==> src/rtl/range_stream_pkg.sv <==
// Shared types and constants for the range-finder stream driver.
// Latency: n/a (package only).
// Backpressure: n/a (package only).
package range_stream_pkg;

    typedef enum logic [2:0] {
        ST_IDLE,
        ST_FIRST,
        ST_BODY,
        ST_LAST,
        ST_CHECK,
        ST_REPORT
    } state_t;

    localparam int DEFAULT_WIDTH = 10;

    // Shortest legal burst: one go word plus one finish word.
    localparam int MIN_LEN = 2;

    // Fibonacci feedback taps for a maximal-length sequence of the given width.
    // Bit k set means register bit k feeds the XOR (polynomial term x^(k+1)).
    function automatic logic [15:0] tap_mask(input int width);
        logic [15:0] m;
        case (width)
            8:       m = 16'h00B8;  // x^8+x^6+x^5+x^4+1
            9:       m = 16'h0110;  // x^9+x^5+1
            10:      m = 16'h0240;  // x^10+x^7+1
            11:      m = 16'h0500;  // x^11+x^9+1
            12:      m = 16'h0E08;  // x^12+x^11+x^10+x^4+1
            13:      m = 16'h1C80;  // x^13+x^12+x^11+x^8+1
            14:      m = 16'h3802;  // x^14+x^13+x^12+x^2+1
            15:      m = 16'h6000;  // x^15+x^14+1
            16:      m = 16'hD008;  // x^16+x^15+x^13+x^4+1
            default: m = 16'h0240;
        endcase
        return m;
    endfunction

endpackage

==> src/rtl/range_lfsr.sv <==
// Pseudo-random word source for burst bodies; never reaches the all-zero state.
// Latency: value updates on the clock edge where advance is high.
// Backpressure: none; advance is a plain step enable.
module range_lfsr
    import range_stream_pkg::*;
#(
    parameter int               WIDTH = DEFAULT_WIDTH,
    parameter logic [WIDTH-1:0] SEED  = WIDTH'(10'h2A5)
) (
    input  logic             clock,
    input  logic             reset,
    input  logic             advance,
    output logic [WIDTH-1:0] value
);

    localparam logic [15:0]      MASK_FULL = tap_mask(WIDTH);
    localparam logic [WIDTH-1:0] MASK      = MASK_FULL[WIDTH-1:0];

    logic [WIDTH-1:0] value_q;
    logic [WIDTH-1:0] value_d;

    // Shift left, feedback XOR of tapped bits enters at the LSB.
    always_comb begin
        value_d = value_q;
        if (advance) begin
            value_d = {value_q[WIDTH-2:0], ^(value_q & MASK)};
        end
    end

    // Register with seed on reset; a nonzero seed keeps the sequence out of zero.
    always_ff @(posedge clock or negedge reset) begin
        if (!reset) begin
            value_q <= SEED;
        end else begin
            value_q <= value_d;
        end
    end

    assign value = value_q;

endmodule

==> src/rtl/range_stream_driver.sv <==
// Self-test transmitter: sends a framed lo..hi burst, then grades the receiver's range/error result.
// Latency: go one cycle after handshake; done len+2 cycles after go (illegal command: done 2 cycles after handshake).
// Backpressure: cmd_ready only in IDLE; commands offered while busy are dropped. Optional RANGE_STREAM_ERR_INJECT_EN adds cmd_inject.
module range_stream_driver
    import range_stream_pkg::*;
#(
    parameter int               WIDTH     = DEFAULT_WIDTH,
    parameter int               LEN_W     = 8,
    parameter logic [WIDTH-1:0] LFSR_SEED = WIDTH'(10'h2A5)
) (
    input  logic             clock,
    input  logic             reset,
    input  logic             cmd_valid,
    output logic             cmd_ready,
    input  logic [WIDTH-1:0] cmd_lo,
    input  logic [WIDTH-1:0] cmd_hi,
    input  logic [LEN_W-1:0] cmd_len,
`ifdef RANGE_STREAM_ERR_INJECT_EN
    input  logic             cmd_inject,
`endif
    output logic [WIDTH-1:0] data_out,
    output logic             go,
    output logic             finish,
    input  logic [WIDTH-1:0] range_in,
    input  logic             error_in,
    output logic             done,
    output logic             pass,
    output logic             cmd_err,
    output logic [WIDTH-1:0] result_range
);

    state_t           state_q, state_d;
    logic [WIDTH-1:0] lo_q, lo_d, hi_q, hi_d;
    logic [LEN_W-1:0] cnt_q, cnt_d;
    logic             inj_q, inj_d, bad_q, bad_d;
    logic [WIDTH-1:0] cap_range_q, cap_range_d;
    logic             cap_err_q, cap_err_d;
    logic [WIDTH-1:0] data_out_q, data_out_d, result_range_q, result_range_d;
    logic             go_q, go_d, finish_q, finish_d;
    logic             done_q, done_d, pass_q, pass_d, cmd_err_q, cmd_err_d;
    logic             lfsr_adv;
    logic [WIDTH-1:0] lfsr_val, lfsr_clip;
    logic             inject_in, range_ok;

    range_lfsr #(
        .WIDTH (WIDTH),
        .SEED  (LFSR_SEED)
    ) u_lfsr (
        .clock   (clock),
        .reset   (reset),
        .advance (lfsr_adv),
        .value   (lfsr_val)
    );

`ifdef RANGE_STREAM_ERR_INJECT_EN
    assign inject_in = cmd_inject;
    // An injected violation must be flagged by the receiver; range is irrelevant.
    assign range_ok  = inj_q ? cap_err_q : ((cap_range_q == (hi_q - lo_q)) && !cap_err_q);
`else
    assign inject_in = 1'b0;
    assign range_ok  = (cap_range_q == (hi_q - lo_q)) && !cap_err_q;
`endif

    // Body words are the generator value clamped into the commanded window.
    assign lfsr_clip = (lfsr_val > hi_q) ? hi_q : ((lfsr_val < lo_q) ? lo_q : lfsr_val);

    // Next-state and next-output decode; outputs are computed for the state being entered.
    always_comb begin
        state_d        = state_q;
        lo_d           = lo_q;
        hi_d           = hi_q;
        cnt_d          = cnt_q;
        inj_d          = inj_q;
        bad_d          = bad_q;
        cap_range_d    = cap_range_q;
        cap_err_d      = cap_err_q;
        result_range_d = result_range_q;
        data_out_d     = '0;
        go_d           = 1'b0;
        finish_d       = 1'b0;
        done_d         = 1'b0;
        pass_d         = 1'b0;
        cmd_err_d      = 1'b0;
        lfsr_adv       = 1'b0;
        case (state_q)
            ST_IDLE: begin
                if (cmd_valid) begin
                    lo_d  = cmd_lo;
                    hi_d  = cmd_hi;
                    inj_d = inject_in;
                    if ((cmd_len < LEN_W'(MIN_LEN)) || (cmd_lo > cmd_hi)) begin
                        bad_d   = 1'b1;
                        state_d = ST_REPORT;
                    end else begin
                        bad_d      = 1'b0;
                        state_d    = ST_FIRST;
                        data_out_d = cmd_lo;
                        go_d       = 1'b1;
                        cnt_d      = cmd_len - LEN_W'(MIN_LEN);
                    end
                end
            end
            ST_FIRST, ST_BODY: begin
                // cnt holds body words still to send after the current word.
                go_d = inj_q && (state_q == ST_FIRST);
                if (cnt_q == '0) begin
                    state_d    = ST_LAST;
                    data_out_d = hi_q;
                    finish_d   = 1'b1;
                end else begin
                    state_d    = ST_BODY;
                    data_out_d = lfsr_clip;
                    lfsr_adv   = 1'b1;
                    cnt_d      = cnt_q - LEN_W'(1);
                end
            end
            ST_LAST: begin
                state_d = ST_CHECK;
            end
            ST_CHECK: begin
                // Receiver result is valid the cycle after it saw finish.
                cap_range_d = range_in;
                cap_err_d   = error_in;
                state_d     = ST_REPORT;
            end
            ST_REPORT: begin
                done_d  = 1'b1;
                state_d = ST_IDLE;
                if (bad_q) begin
                    cmd_err_d = 1'b1;
                end else begin
                    pass_d         = range_ok;
                    result_range_d = cap_range_q;
                end
            end
            default: begin
                state_d = ST_IDLE;
            end
        endcase
    end

    // Single state/output register; async reset aborts any burst in progress.
    always_ff @(posedge clock or negedge reset) begin
        if (!reset) begin
            state_q        <= ST_IDLE;
            lo_q           <= '0;
            hi_q           <= '0;
            cnt_q          <= '0;
            inj_q          <= 1'b0;
            bad_q          <= 1'b0;
            cap_range_q    <= '0;
            cap_err_q      <= 1'b0;
            result_range_q <= '0;
            data_out_q     <= '0;
            go_q           <= 1'b0;
            finish_q       <= 1'b0;
            done_q         <= 1'b0;
            pass_q         <= 1'b0;
            cmd_err_q      <= 1'b0;
        end else begin
            state_q        <= state_d;
            lo_q           <= lo_d;
            hi_q           <= hi_d;
            cnt_q          <= cnt_d;
            inj_q          <= inj_d;
            bad_q          <= bad_d;
            cap_range_q    <= cap_range_d;
            cap_err_q      <= cap_err_d;
            result_range_q <= result_range_d;
            data_out_q     <= data_out_d;
            go_q           <= go_d;
            finish_q       <= finish_d;
            done_q         <= done_d;
            pass_q         <= pass_d;
            cmd_err_q      <= cmd_err_d;
        end
    end

    assign cmd_ready    = (state_q == ST_IDLE);
    assign data_out     = data_out_q;
    assign go           = go_q;
    assign finish       = finish_q;
    assign done         = done_q;
    assign pass         = pass_q;
    assign cmd_err      = cmd_err_q;
    assign result_range = result_range_q;

endmodule

==> config.mk <==
export PLATFORM = sky130hd
export DESIGN_NAME = range_stream_driver
export DESIGN_NICKNAME = d
export VERILOG_FILES = /design/src/rtl/range_stream_pkg.sv /design/src/rtl/range_lfsr.sv /design/src/rtl/range_stream_driver.sv
export SDC_FILE = /design/constraint.sdc
export NUM_CORES = 1
export LEC_CHECK = 0
export CAP_MARGIN = 20
export CELL_PAD_IN_SITES_DETAIL_PLACEMENT = 1
export CELL_PAD_IN_SITES_GLOBAL_PLACEMENT = 1
export CORE_MARGIN = 5
export CORE_UTILIZATION = 43
export CTS_CLUSTER_DIAMETER = 150
export DETAILED_ROUTE_END_ITERATION = 8
export PLACE_DENSITY_LB_ADDON = 0.1
export SETUP_SLACK_MARGIN = 0.5
export SYNTH_ARGS = -nofsm -noshare
export SYNTH_HDL_FRONTEND = slang
export SYNTH_HIERARCHICAL = 1
export SYNTH_SLANG_ARGS = --single-unit
export TNS_END_PERCENT = 100
==> constraint.sdc <==
create_clock -name clock -period 2.37 [get_ports clock]
set_input_delay 0.474 -clock clock [delete_from_list [all_inputs] [get_ports clock]]
set_output_delay 0.474 -clock clock [all_outputs]
set_load 0.01 [all_outputs]
Word-level counts from Yosys, hierarchy flattened
Index checks and enable logic that the tools add are counted.

Logic and storage cells: 70. Output and inout port bits: 26. Register bits after elaboration: 78. Input bits: 42.

Reduce and logical (&&, ||, !) cells: 11. Multiplexer cells: 27. Equality and inequality tests: 9. Add/sub/neg operators: 3. Order comparisons: 4. Bitwise gates (word level): 1.

Operators by type and width (number): $mux 10 (5); $mux 8 (3); $gt 10x10->1 (2); $pmux 10 s2 (1); $pmux 8 s2 (1); $mux 1 (14); $pmux 3 s4 (1); $eq 10x10->1 (1); $lt 10x10->1 (1); $reduce_xor 10->1 (1); $sub 10x10->10 (1); $logic_not 8->1 (1); $lt 8x2->1 const B (1); $sub 8x1->8 const B (1); $sub 8x2->8 const B (1); $eq 3x2->1 const B (2); $eq 3x3->1 const B (2); $mux 3 (2); $ne 2x2->1 const B (3); $reduce_and 2->1 (2); $reduce_and 4->1 (1); $eq 3x1->1 const B (1); $logic_not 3->1 (1); $reduce_bool 2->1 (1); other kinds (5) (5).

Longest topological paths before layout
Depth in word-level cells: 5. Depth in mapped cells: 9. Mapped depth without buffers: 9.

By module
The synthesis kept the hierarchy.

Modules (own cells, without submodules): range_stream_driver (instances 1, sequential area each 1701.6 µm², area an instance 4290.4 µm², cells each 433); range_lfsr (instances 1, sequential area each 256.5 µm², area an instance 416.6 µm², cells each 23).

Least setup slack after synthesis
Ideal clock, no wire load.

Kind: input port to flip-flop. Start point: in cmd_hi[5]. End point: reg cnt_q[1]. Setup time: 125 ps. Data required time: 2245 ps. Slack: 182 ps. Stages: 7. Arrival: 2063 ps. Buffers on the path: 0. Path through: inv_1 > ha_1 > nand4_1 > a211oi_2 > a2111oi_4 > o41ai_4 > mux2_4.

Longest elaborated chain between the ends: 4.

Ends and longest elaborated chain: start: declaration (RTL line range_stream_driver.sv:16) `input logic [WIDTH-1:0] cmd_hi,`; $gt 10x10->1 (RTL line range_stream_driver.sv:91) `if ((cmd_len < LEN_W'(MIN_LEN)) || (cmd_lo > cmd_hi)) begin`; $logic_or 1x1->1 (RTL line range_stream_driver.sv:91); $ne 2x2->1 (no source line); $reduce_and 4->1 (no source line); end signal: assignment (RTL line range_stream_driver.sv:164) `cnt_q <= cnt_d;`; end: declaration (RTL line range_stream_driver.sv:34) `logic [LEN_W-1:0] cnt_q, cnt_d;`.

No other way between the ends. A chain may end at the register's enable or synchronous reset.

Worst setup path after layout
Start point: reg lo_q[6]. End point: reg pass_q, in the netlist pass.

Longest elaborated chain between the ends: 5.

Ends and longest elaborated chain: start: declaration (RTL line range_stream_driver.sv:33) `logic [WIDTH-1:0] lo_q, lo_d, hi_q, hi_d;`; start signal: assignment (RTL line range_stream_driver.sv:162) `lo_q <= lo_d;`; $sub 10x10->10 (RTL line range_stream_driver.sv:61) `assign range_ok = (cap_range_q == (hi_q - lo_q)) && !cap_err_q;`; $eq 10x10->1 (RTL line range_stream_driver.sv:61); $logic_and 1x1->1 (RTL line range_stream_driver.sv:61); $mux 1 (RTL line range_stream_driver.sv:129) `if (bad_q) begin`; $mux 1 (RTL line range_stream_driver.sv:85) `case (state_q)`; named net pass_d (RTL line range_stream_driver.sv:40) `logic done_q, done_d, pass_q, pass_d, cmd_err_q, cmd_err_d;`; end signal: assignment (RTL line range_stream_driver.sv:174) `pass_q <= pass_d;`; end: declaration (RTL line range_stream_driver.sv:40).

The timed path passes the listed nets, and every way through them passes these cells.

==> metrics <==
Compound-Gate Fraction of Synth Area 15.4%; Pre-Repair DR Iteration Count 4; antenna violations before repair 0; Clock Latency Late Sink 0.37 ns; nets 693; Critical Path Start Type flip-flop; post-synthesis mux area share 10.5%; Setup Crit Path Kind flip-flop to flip-flop; Overflow after GRT 0; Final Non-Filler Cells 752; CTS H-tree lvls 3; XOR/XNOR Fraction of Synth Area 4.28%; top cells by area, synth dfrtp_1 (39%), ha_1 (11%), mux2_2 (5.5%); CTS max path bufs 2; share of layout cells above drive strength 1 43.8%; largest net degree at the start of global routing 42; Pwr Density 1620 nW/µm²; CP endpoint kind flip-flop; Num CTS Buffers 9; vias in the first global route 4,728; full die area 13,100 µm²; area grow syn2layout 48.4%; vias per cell 5.58; Final Util 64.7%; min Tclk post-route 2.28 ns; synth unique cells 62; Final setup viols 0; outcome finished clean; diode count 0; first-pass GRT wire length 25,700 µm; Mapped Nets 540; class of the worst hold path primary input to async pin; initial core utilization 43.6%; IO Count 68; CTS tree built; PortBufs 67; Final Hold Fails 0; Starting DRT DRC Count 207; die outline height 115 µm; worst-path maximum fanout 4; Fin Clk Skew 0.00796 ns; Post-synth EDFFs 0; simple-gate area share of the yosys netlist 10.6%; ANT nets after route 0; Yosys top cell area share 38.8%; gpl congestion 0.809; maximum vdd ir drop 0.000689 V; total core area 10,800 µm²; area of the mapped netlist 4710 µm²; synthesized flop and latch total 78; Slew @ Worst Pin 0.625 ns; Post-synth ARST share 100%; worst reg2reg startpoint lo_q[6]; final WL 16,900 µm; R2R Setup Slk 0.09 ns; Leak Pwr 0.00309 µW; hpwl dp 10,400 µm; Max Freq 438 MHz; RSZ-0062 raised after global routing yes; Post-Synthesis Cells 456; Fillers 1,108; chip width 115 µm; Top FF cell, synth dfrtp_1; TritonCTS Sinks 78; WL per Instance 22.5 µm; synth warn 6; Adder-Cell Fraction of Synth Area 11.3%; clock root buffer clkbuf_8; sequential area share after synthesis 41.6%; Post-Synthesis Mean Instance Area 10.3 µm²; R2R depth 7; crit path launch lo_q[6]; CTS clock-pin slew for the worst setup and hold paths 0.08 ns; max cap viols 0; Vias 4,194; Setup crit end pass; biggest area consumer among synthesized cells dfrtp_1; largest family of logic cells by synthesized area compound AO/OA/AOI/OAI gates; Slew headroom 58.3%; overall routing resource usage 25.6%; FP Rows 38; Arrival @ worst endpoint 2.54 ns; DRC errors left 0; placed cells 700; fin crit share 96.4%; Critical Path RT 2.63 ns; r2r endpoint pass; max-slew violation count 0
==> layout by cell type, fill, tap and decap left out, drive strengths merged, types with 6 or more instances in the layout <==
cell,Yosys,final
buf,6,105
dfrtp,73,73
inv,55,54
nand2,44,44
clkdlybuf4s50,0,42
ha,41,41
o21ai,35,35
mux2,32,32
nor2,21,21
xnor2,17,17
a21oi,15,15
clkbuf,8,14
nor3,11,11
o221ai,10,10
mux2i,10,10
xor2,6,6
a31oi,6,6
==> worst min path at each step <==
stage,startpoint,to,cells past startpoint
finish,reset,data_out[2],1
global route,reset,data_out[2],1
detailed placement,result_range[3],result_range[3],1
floorplan,reset,bad_q,0
CTS,reset,data_out[5],1
global placement,result_range[6],result_range[6],1
==> registers in the layout, summed over array words and instances, names as in the netlist, 3 cells and up <==
| register | cells |
|---|---|
| data_out | 10 |
| cnt_q | 8 |
| result_range | 10 |
| state_q | 3 |
| lo_q | 10 |
| hi_q | 10 |
| cap_range_q | 10 |
| u_lfsr/value | 10 |
==> synthesized netlist by cell type (2+ instances only) <==
library cell	n
a2111oi_2	2
a211oi_1	4
a21oi_1	14
a31oi_1	6
and2_1	2
buf_2	4
clkbuf_1	6
dfrtp_1	73
dfstp_2	5
ha_1	41
inv_1	55
mux2_2	23
mux2_4	9
mux2i_1	10
nand2_1	44
nand2b_1	3
nand4_1	5
nor2_1	21
nor2b_1	2
nor3_1	11
nor4_1	2
o2111ai_1	2
o211ai_1	5
o21a_1	3
o21ai_0	28
o21ai_1	6
o221ai_1	10
o22a_2	3
or3_1	3
xnor2_1	17
xor2_1	6
==> worst max-delay path: stages (launching register included) <==
cell,delay [ns]
dfrtp_1,0.39
inv_1,0.19
ha_1,0.34
a21oi_1,0.30
nor2_1,0.11
a2111oi_2,0.32
xnor2_1,0.19
a2111oi_4,0.34
==> routing by layer <==
metal	global-route usage, %	wire [µm]	up-vias
met5	0	0	-
met4	8.95	469	0
li1	-	-	1910
met3	5.29	554	33
met1	32.2	7170	2145
met2	43.6	8690	106
==> through the flow <==
| step | power, µW | TNS, ns | area [µm²] | hold WS (ns) | setup slack (ns) |
|---|---|---|---|---|---|
| after floorplan | 6530 | 0 | 4970 | 0.178 | 0.206 |
| final | 11300 | 0 | 6980 | 0.114 | 0.0862 |
| after detailed placement | 8440 | -10.08 | 6120 | 0.499 | -0.589 |
| after CTS | 10500 | 0 | 6790 | 0.132 | 0.0532 |
| after global placement | 8150 | -8.76 | 6120 | 0.491 | -0.535 |
| after global routing | 12000 | -0.0399 | 6980 | 0.147 | -0.0399 |
==> cell families (layout without fill, tap and decap cells) <==
kind of cell | after synthesis | count (layout)
and+or+nand+nor | 103 | 103
muxes | 42 | 42
adders and majority gates | 42 | 42
xor gates and xnor gates | 23 | 23
buffers and inverters | 69 | 225
DFF | 78 | 78
AOI/OAI and AO/OA | 99 | 99
==> where the power goes <==
part	leakage, µW	internal [µW]	switching [µW]
combinational	0.00205	3890	3940
sequential	0.000950	2000	598
clock	0.0000821	396	519
total	0.00309	6290	5050
==> cell type report <==
class | instances | area (µm²) | area share, %
Multi-Input combinational cell | 309 | 3050 | 43.6
Sequential cell | 78 | 1970 | 28.2
Timing Repair Buffer | 156 | 1390 | 19.9
Inverter | 55 | 249 | 3.57
Tap cell | 140 | 175 | 2.51
Clock buffer | 12 | 145 | 2.08
Clock inverter | 2 | 10.0 | 0.143
==> what timing repair did <==
action / in CTS / in global routing
hold buffers: 0 / 0
endpoints found under the setup margin: 32 / 42
pin swaps: 38 / 17
setup buffers: 30 / 6
gates cloned: 2 / 0
resized for setup: 139 / 42
(Power assumes the default switching activity.)
==> variant 1, RTL diff (same flow settings) <==
Take the reset off `result_range_q` and load it in a clocked block of its own.
--- a/src/rtl/range_stream_driver.sv
+++ b/src/rtl/range_stream_driver.sv
@@ -150,7 +150,6 @@
             bad_q          <= 1'b0;
             cap_range_q    <= '0;
             cap_err_q      <= 1'b0;
-            result_range_q <= '0;
             data_out_q     <= '0;
             go_q           <= 1'b0;
             finish_q       <= 1'b0;
@@ -166,7 +165,6 @@
             bad_q          <= bad_d;
             cap_range_q    <= cap_range_d;
             cap_err_q      <= cap_err_d;
-            result_range_q <= result_range_d;
             data_out_q     <= data_out_d;
             go_q           <= go_d;
             finish_q       <= finish_d;
@@ -174,6 +172,10 @@
             pass_q         <= pass_d;
             cmd_err_q      <= cmd_err_d;
         end
+    end
+
+    always_ff @(posedge clock) begin
+        result_range_q <= result_range_d;
     end
 
     assign cmd_ready    = (state_q == ST_IDLE);
Behaviour: differs if reset is asserted again (counterexample within 10 cycles, from zero or initial values and one cycle with reset low); with reset held inactive, the same outputs for 10 cycles.
==> variant 1 against the original RTL <==
  * The run now ends with setup timing left
  * Die area shrank 1.6%
  * Final area is 3.1% lower
  * Worst hold slack improved by 0.91 ps
  * Fmax down 7.2%
  * Routed wire length down 13%
  * Highest routed layer unchanged
  * Sequential cell count is the same
  * Worst setup slack got worse by 180 ps
  * Utilization is 0.26 points higher
  * Count of clock-buffer cells in the layout decreased by 1
  * Via count down 4.7%
  * Synthesized area fell by 1.7%
  * Power is 11% lower
==> variant 1: results <==
[synthesis]
synth_async_sr_flop_share_pct = 87.2
synthesis.nets = 523
synth_edf_count = 10
synth_common_cells = "dfrtp_1, inv_1, ha_1, o21ai_0, nor2_1"
seq_area_frac_synth_pct = 43.4
synth_mux_area_share_pct = 8.38
synth_compound_area_share_pct = 15.6
synth.area.top_cells = "dfrtp_1, ha_1, edfxtp_1"
synth_cell_types = 57
synth-xor-area-share_pct = 4.35
synth_fa_ha_area_share_pct = 11.5

[global_route]
grt_usage_pct = 23.9
grt_pass1_wl_um = 24000
grt_pass1_vias = 4521
grt_max_degree = 69
grt.overflow.total = 0

[worst_setup_path]
rr_worst_depth = 9
arrival_ps = 2710
crit_path_start = "lo_q[4]"
path_max_fanout = 5
slowest_delay_ps = 460

[power]
p_leak_nw = 2.95
peakVddDrop_v = 0.000715

[routing]
drt_iter0_drc = 144
vias = 3998
wl_per_cell_um = 19.9

[cells_and_area]
fin_util_pct = 65.0
drive_above_1_share_pct = 40.6
nNetsFinal = 680
fillers = 1107

[timing]
tightest_slew_ps = 517
setup_violations = 8
fin_worst_skew_ps = 13.7
final.setup.worst_slack_ps = -90.5

[outcome]
status = "finished with violations"
violations = "setup timing"

[place]
placed_cell_area_um2 = 6020
gp_congestion = 0.831
hpwl_um = 10000

[clock_network]
cts_buffer_depth = 2
==> variant 1: cell families (layout without fill, tap and decap cells) <==
family	count (synthesis)	count (layout)
mux	33	33
flops	78	78
fa+ha+maj	42	42
compound gates	98	98
buf+inv	53	215
simple gates	112	112
xor+xnor	23	23
==> variant 1: critical path, delay by kind of cell (launching register included) <==
kind | cells | cell delay [ps]
flops | 1 | 360
mux | 1 | 230
simple gates | 1 | 80
fa+ha+maj | 1 | 250
buf+inv | 2 | 350
compound gates | 4 | 1070
==> variant 1: area by class of cell <==
type                       instances  area share [%]
multi-input combinational        308            41.7
clock buffer                      11            1.94
clock inverter                     5           0.869
inverter                          42            2.63
tap                              136            2.51
timing repair buffer             157            20.6
sequential                        78            29.8
==> variant 1: report_power, final <==
part	total [mW]	leakage, nW	internal [mW]	switching (mW)
clock network	1.00	0.0899	0.489	0.513
registers	2.51	0.919	1.97	0.540
logic	6.54	1.94	3.30	3.24
total	10.1	2.95	5.76	4.30
==> variant 1: worst paths after layout <==
| path | to | slack (ps) |
|---|---|---|
| max in group asynchronous | u_lfsr/value[7] | 1900 |
| min | lo_q[4] | 110 |
| max reg2reg | data_out[4] | -90 |
| min in group clock | hi_q[3] | 340 |
| min reg2reg | result_range[8] | 500 |
| max | data_out[4] | -90 |
==> variant 1: what timing repair did <==
action / CTS / global route
setup buffers: 20 / 4
endpoints found under the setup margin: 32 / 43
hold endpoints to repair: 0 / 0
pin swaps: 37 / 15
resized for setup: 157 / 24
cloned: 3 / 0
==> variant 1: per-layer routing <==
metal  wire (µm)  vias to the layer above  GRT usage [%]
met4         384                        0           10.1
met3         677                       26           4.72
li1            -                     1879              -
met5           0                        -              0
met2        7720                       88           42.0
met1        5870                     2005           28.4
==> variant 1: metrics by stage <==
stage / setup WS, ps / setup TNS (ps) / cells
final: -90.5 / -385 / 737
after global routing: -207 / -1630 / 737
after CTS: -2.48 / -2.87 / 733
after detailed placement: -540 / -9680 / 694
after global placement: -376 / -6380 / 694
after floorplan: 148 / 0 / 439
==> variant 2, RTL diff (same flow settings) <==
Without the edit above. Add a define of `RANGE_STREAM_ERR_INJECT_EN`.
--- a/src/rtl/range_stream_driver.sv
+++ b/src/rtl/range_stream_driver.sv
@@ -1,6 +1,8 @@
 // Self-test transmitter: sends a framed lo..hi burst, then grades the receiver's range/error result.
 // Latency: go one cycle after handshake; done len+2 cycles after go (illegal command: done 2 cycles after handshake).
 // Backpressure: cmd_ready only in IDLE; commands offered while busy are dropped. Optional RANGE_STREAM_ERR_INJECT_EN adds cmd_inject.
+`define RANGE_STREAM_ERR_INJECT_EN
+
 module range_stream_driver
     import range_stream_pkg::*;
 #(
Ports: changed (added cmd_inject); port bits go from 68 to 69. No check against the original RTL was run, so the function may have changed too.
==> variant 2 against the original RTL <==
  * The run now ends with setup timing left
  * Count of clock-buffer cells in the layout is 1 lower
  * Worst setup slack worse by 120 ps
  * Fmax is 5.1% lower
  * Final area is 0.50% higher
  * Routed wire length is 5.0% lower
  * Power is 0.56% lower
  * Sequential cell count is 1 higher
  * Synthesized area is 2.2% higher
  * Critical path type unchanged
  * Highest routed layer unchanged
==> variant 2: results <==
[cells_and_area]
fillers = 1193
nNetsFinal = 708
drive_above_1_share_pct = 37.9

[place]
gp_congestion = 0.815
placed_cell_area_um2 = 6210
hpwl_um = 10500
detailedPlace.worstSlack_ps = -526
dp_cells = 725
io_buffers = 68

[worst_setup_path]
arrival_ps = 2700
crit_path_start = "hi_q[8]"
path_max_fanout = 8
rr_worst_depth = 10
r2r-end = "data_out[2]"
path_delay_family = "simple AND/OR/NAND/NOR gates"

[timing]
max_slew_margin_pct = 69.4
fin_worst_skew_ps = 14.2
final.setup.worst_slack_ps = -37.1
tns_ps = -107
hold_slack_ps = 34.9
setup_violations = 5

[routing]
vias = 4297
wl_per_cell_um = 20.9
drt_iter0_drc = 312
wl_met3_um = 724
viasPerCell = 5.60
wl_met1_um = 6940
wl_met2_um = 8050

[global_route]
grt_max_degree = 51
grt_usage_pct = 23.0
grt_pass1_vias = 4563

[outcome]
violations = "setup timing"
status = "finished with violations"

[synthesis]
synth_cell_types = 55
synthesis.nets = 562
synth_area_per_cell_um2 = 10.1
seq_area_frac_synth_pct = 41.2
synth_common_cells = "dfrtp_1, inv_1, ha_1, nand2_1, o21ai_0"
synth_async_sr_flop_share_pct = 100
synth.area.top_cells = "dfrtp_1, ha_1, mux2_2"

[power]
peakVddDrop_v = 0.000614
power.internal_mw = 6.37
p_leak_nw = 3.09
variant 2: timing repair:
action	4_1_cts	5_1_grt
endpoints found under the setup margin	44	44
pin swaps	30	28
resized for setup	91	71
cloned	1	0
setup buffers	16	10
variant 2: worst max path at each step:
stage                       end  slack [ps]  depth (start not counted)
floorplan              cnt_q[0]         250                          9
global placement       cnt_q[0]        -460                         10
detailed placement     cnt_q[0]        -530                         10
CTS                 data_out[2]          10                          9
global route        data_out[2]        -120                         10
finish              data_out[2]         -40                         10
variant 2: area by class of cell:
| class | count | area (µm²) | area share (%) |
|---|---|---|---|
| Multi-Input combinational cell | 336 | 3100 | 44.2 |
| Sequential cell | 79 | 1990 | 28.3 |
| Timing Repair Buffer | 153 | 1380 | 19.7 |
| Inverter | 44 | 178 | 2.53 |
| Tap cell | 140 | 175 | 2.50 |
| Clock buffer | 11 | 141 | 2.01 |
| Clock inverter | 5 | 57.6 | 0.820 |
variant 2: power groups by stage:
stage / combinational [mW] / sequential [mW] / clock [mW]
CTS: 6.56 / 2.51 / 1.07
detailed placement: 5.87 / 2.52 / 0
finish: 7.65 / 2.57 / 1.06
floorplan: 3.95 / 2.45 / 0
global route: 8.23 / 2.66 / 1.14
global placement: 5.62 / 2.47 / 0
variant 2: metal layers:
| metal | track usage, % | vias to the layer above |
|---|---|---|
| met5 | 0 | - |
| met4 | 7.97 | 0 |
| met3 | 3.60 | 27 |
| met2 | 37.3 | 134 |
| met1 | 31.3 | 2135 |
| li1 | - | 2001 |
variant 2: cell families after synthesis:
family                     after synthesis  synth area share [%]
adders and majority gates               42                  11.1
xor gates and xnor gates                23                  4.19
buffers and inverters                   62                  5.28
muxes                                   42                  10.1
and+or+nand+nor                        129                  13.5
AOI/OAI and AO/OA                      100                  14.6
DFF                                     79                  41.2
